<file path="config.mk">
export PLATFORM = sky130hd
export DESIGN_NAME = hazard_unit
export DESIGN_NICKNAME = d
export VERILOG_FILES = /design/src/rtl/hazard_unit.sv
export SDC_FILE = /design/constraint.sdc
export NUM_CORES = 1
export LEC_CHECK = 0
export BUFFER_PORTS_ARGS = -buffer_cell sky130_fd_sc_hd__clkbuf_2
export CAP_MARGIN = 15
export CORE_AREA = 10 10 47 49
export DETAILED_ROUTE_END_ITERATION = 7
export DIE_AREA = 0 0 57 59
export GPL_TIMING_DRIVEN = 0
export SETUP_SLACK_MARGIN = 0.3
export SYNTH_ARGS = -nofsm -noshare
export SYNTH_HDL_FRONTEND = slang
export SYNTH_SLANG_ARGS = --single-unit
</file>
<file path="constraint.sdc">
create_clock -name vclk -period 1
set_input_delay 0.1 -clock vclk [all_inputs]
set_output_delay 0.1 -clock vclk [all_outputs]
set_load 0.05 [all_outputs]
</file>
<file path="src/rtl/hazard_unit.sv">
// hazard_unit: stall/flush controller for the 5-stage pipeline.
// Covers the hazards bypassing cannot: load-use, taken-branch redirect and
// multi-cycle MUL/DIV occupancy of E.
// Optional feature macro: MDU_STALL_EN builds the MDU occupancy FSM and
// latency counter; without it mduStartE is ignored and MDU outputs stay 0.
module hazard_unit #(
  parameter int MDU_LATENCY = 32,
  parameter int CNT_W       = 6
) (
  input  logic       clk,
  input  logic       reset,
  input  logic [4:0] rs1D,
  input  logic [4:0] rs2D,
  input  logic [4:0] rdE,
  input  logic       MemReadE,
  input  logic       PCSrcE,
  input  logic       mduStartE,
  output logic       stallF,
  output logic       stallD,
  output logic       stallE,
  output logic       flushD,
  output logic       flushE,
  output logic       flushM,
  output logic       mduBusy,
  output logic       mduDone
);

  logic lw_stall;
  logic mdu_stall;
  logic mdu_busy;
  logic mdu_done;

  // x0 is hardwired to zero, so a load targeting it never creates a hazard
  assign lw_stall = MemReadE && (rdE != 5'd0) && ((rdE == rs1D) || (rdE == rs2D));

`ifdef MDU_STALL_EN
  typedef enum logic [1:0] {IDLE, BUSY, DONE} state_t;

  // Start cycle counts as the first held cycle, so BUSY loads LATENCY-2
  localparam logic [CNT_W-1:0] CNT_INIT = CNT_W'(MDU_LATENCY - 2);

  state_t           state, state_nxt;
  logic [CNT_W-1:0] cnt, cnt_nxt;

  // State and latency counter registers
  always_ff @(posedge clk) begin
    if (reset) begin
      state <= IDLE;
      cnt   <= '0;
    end else begin
      state <= state_nxt;
      cnt   <= cnt_nxt;
    end
  end

  // Next-state and MDU-side outputs; mduStartE is ignored outside IDLE
  always_comb begin
    state_nxt = state;
    cnt_nxt   = cnt;
    mdu_stall = 1'b0;
    mdu_busy  = 1'b0;
    mdu_done  = 1'b0;
    case (state)
      IDLE: begin
        if (mduStartE) begin
          mdu_stall = 1'b1;
          cnt_nxt   = CNT_INIT;
          state_nxt = BUSY;
        end
      end
      BUSY: begin
        mdu_stall = 1'b1;
        mdu_busy  = 1'b1;
        if (cnt == '0) state_nxt = DONE;
        else           cnt_nxt   = cnt - 1'b1;
      end
      DONE: begin
        mdu_busy  = 1'b1;
        mdu_done  = 1'b1;
        state_nxt = IDLE;
      end
      default: state_nxt = IDLE;
    endcase
  end
`else
  localparam int unused_mdu_latency = MDU_LATENCY;
  localparam int unused_cnt_w       = CNT_W;
  logic unused_start;
  assign unused_start = mduStartE;
  assign mdu_stall    = 1'b0;
  assign mdu_busy     = 1'b0;
  assign mdu_done     = 1'b0;
`endif

  // Output combine; a held E register is never cleared, and reset zeroes all
  always_comb begin
    stallF  = 1'b0;
    stallD  = 1'b0;
    stallE  = 1'b0;
    flushD  = 1'b0;
    flushE  = 1'b0;
    flushM  = 1'b0;
    mduBusy = 1'b0;
    mduDone = 1'b0;
    if (!reset) begin
      stallF  = lw_stall | mdu_stall;
      stallD  = lw_stall | mdu_stall;
      stallE  = mdu_stall;
      flushM  = mdu_stall;
      flushD  = PCSrcE & ~mdu_stall;
      flushE  = (lw_stall | PCSrcE) & ~mdu_stall;
      mduBusy = mdu_busy;
      mduDone = mdu_done;
    end
  end

endmodule
</file>
==> summary.md <==
| Metric | Value |
|---|---|
| Status | `finished, violations left` |
| Failing checks | `negative setup slack` |
| Final estimated routing congestion in global placement | `0.635` |
| Critical Path Fanout Max | `3` |
| Die width | `57 microns` |
| Sequential area share after synthesis | `0%` |
| FF/Latch Area | `0 sq um` |
| Pleak | `roughly 0.23 nW` |
| Hold_buf cts | `0` |
| Diodes inserted | `0` |
| Vias in the first global route | `309` |
| Hpwl dp | `664 microns` |
| Setup crit end kind | `output pin` |
| Hold crit path type | `input port to output pin` |
| Post-Layout Cell Count | `70` |
| Worst Setup SP | `rdE[3]` |
| Worst EP required | `0.90 ns` |
| Port Buf Inserts | `22` |
| Dpl cells | `68` |
| Largest net degree at the start of global routing | `4` |
| First-pass iteration count of the detailed router | `2` |
| Hold Fails Final Rpt | `0` |
| Top post-synthesis cells by area | `xor2_1 (44%), buf_4 (19%), nor2b_1 (6.3%)` |
| Core Footprint | `between 1000 and 1500 sq um` |
| Final WL | `729 microns` |
| Tot Pwr | `207 uW` |
| Layout cells sized above 1 | `64.8%` |
| Hold WS | `0.542 ns` |
| Fillers | `159` |
| Setup crit end | `stallF` |
| GRT Total Usage | `4.06%` |
| Nets@finish | `76` |
| Syn Inst Count | `27` |
| PD cells | `467 nW/um^2` |
| DRC Markers | `0` |
| Post-route design area | `approximately 440 sq um` |
| Final Core Density | `31.6%` |
| Final setup fails | `3` |
| Unique masters post-synth | `10` |
| Initial antenna violation count | `0` |
| Post-synth top area share | `44.3%` |
| Overflow after GRT | `0` |
| Worst Path Class, Setup | `input port to output pin` |
| Crit path launch type | `input port` |
| Dominant cell type by area after synthesis | `xor2_1` |
| Vias per std cell | `3.74` |
| Max Slew Vio Count | `0` |
| Final WS setup | `-0.357 ns` |
| RSZ-0062 raised after global routing | `yes` |
| Seq_cells | `0` |
| Die Y | `59 microns` |
| Routed len/inst | `about 10 microns` |
| Crit path DAT | `between 1 and 1.5 ns` |
| I/O Pins | `28` |
| Row count | `14` |
| Max Fclk | `~740 MHz` |
| Layout clock buffers | `0` |
| Syn avg cell area | `7.32 sq um` |
| Starting Density | `about 14%` |
| Period minus WS final | `between 1 and 1.5 ns` |
| Synth Cell Area | `198 sq um` |
| Placement Cell Area | `364 sq um` |
| Final Cycle Share | `136%` |
| ANT nets after route | `0` |
| Ys Warns | `0` |
| Die area | `3360 sq um` |
| Dpl ws | `-0.445 ns` |
| Routed vias | `262` |
| Area occupied by multi-input gates | `198 sq um` |
| First-pass GRT wire length | `between 1 and 1.5 mm` |
| Syn-to-layout area delta | `124%` |
| Total negative slack | `-0.859 ns` |
| Hold Crit Start | `reset` |
| Maximum VDD drop | `0.175 mV` |
| Max Cap Viol | `0` |
| DR iter-0 viols | `2` |
[worst max-delay path: stages]
cell	delay (ns)
buf_8	0.10
or4_4	0.54
o21ai_4	0.18
nor2_4	0.07
buf_6	0.12
clkbuf_16	0.16
[placed cells by master, fill, tap and decap left out, drive strengths merged]
cell,count
a22oi,1
buf,11
clkbuf,18
conb,4
nor2,3
nor2b,2
nor3,2
o21ai,1
o21bai,1
or4,1
xor2,10
[metal layers]
layer  wire length [microns]  track usage [%]  up-vias  share of wire, %
li1                        -                -      134                 -
met4                       0                0        0                 0
met1                     280             4.27      108                38
met2                     309             6.98       20                42
met5                       0                0        -                 0
met3                     139             2.79        0                19
[where the power goes]
group	switching (mW)	leakage [nW]	total, mW	internal [mW]
Clock	0	0	0	0
Combinational	0.113	0.227	0.207	0.0938
Sequential	0	0	0	0
[cell type report]
cell class         instances  share of cell area (%)
plain buffers              5                    9.32
multi-input cells         25                    44.6
well taps                 16                    4.52
repair buffers            24                    41.5
[cell usage after synthesis]
master / instances
buf_4: 5
nor2b_1: 2
nor2_1: 3
nor3_1: 2
conb_1: 1
o21bai_1: 1
or4_4: 1
o21ai_2: 1
xor2_1: 10
a22oi_1: 1
[kinds of logic after synthesis]
| group | share of synthesized area, % |
|---|---|
| XOR/XNOR | 44.3 |
| buffers and inverters | 19.0 |
| AND/OR/NAND/NOR | 22.8 |
| other | 1.90 |
| AO/OA/AOI/OAI | 12.0 |
[how the worst min path moves through the flow]
stage / endpoint / slack (ns) / cells past startpoint
2_1_floorplan: flushD / 0.30 / 1
3_3_place_gp: flushD / 0.56 / 3
3_5_place_dp: flushD / 0.57 / 3
4_1_cts: flushD / 0.54 / 3
5_1_grt: flushD / 0.56 / 3
6_report: flushD / 0.54 / 3
[timing repair]
item | in CTS | in global routing
buffers inserted | 2 | 0
pin swaps | 1 | 0
setup endpoints to repair | 4 | 3
gates resized for setup | 8 | 9
(Power assumes the default switching activity.)
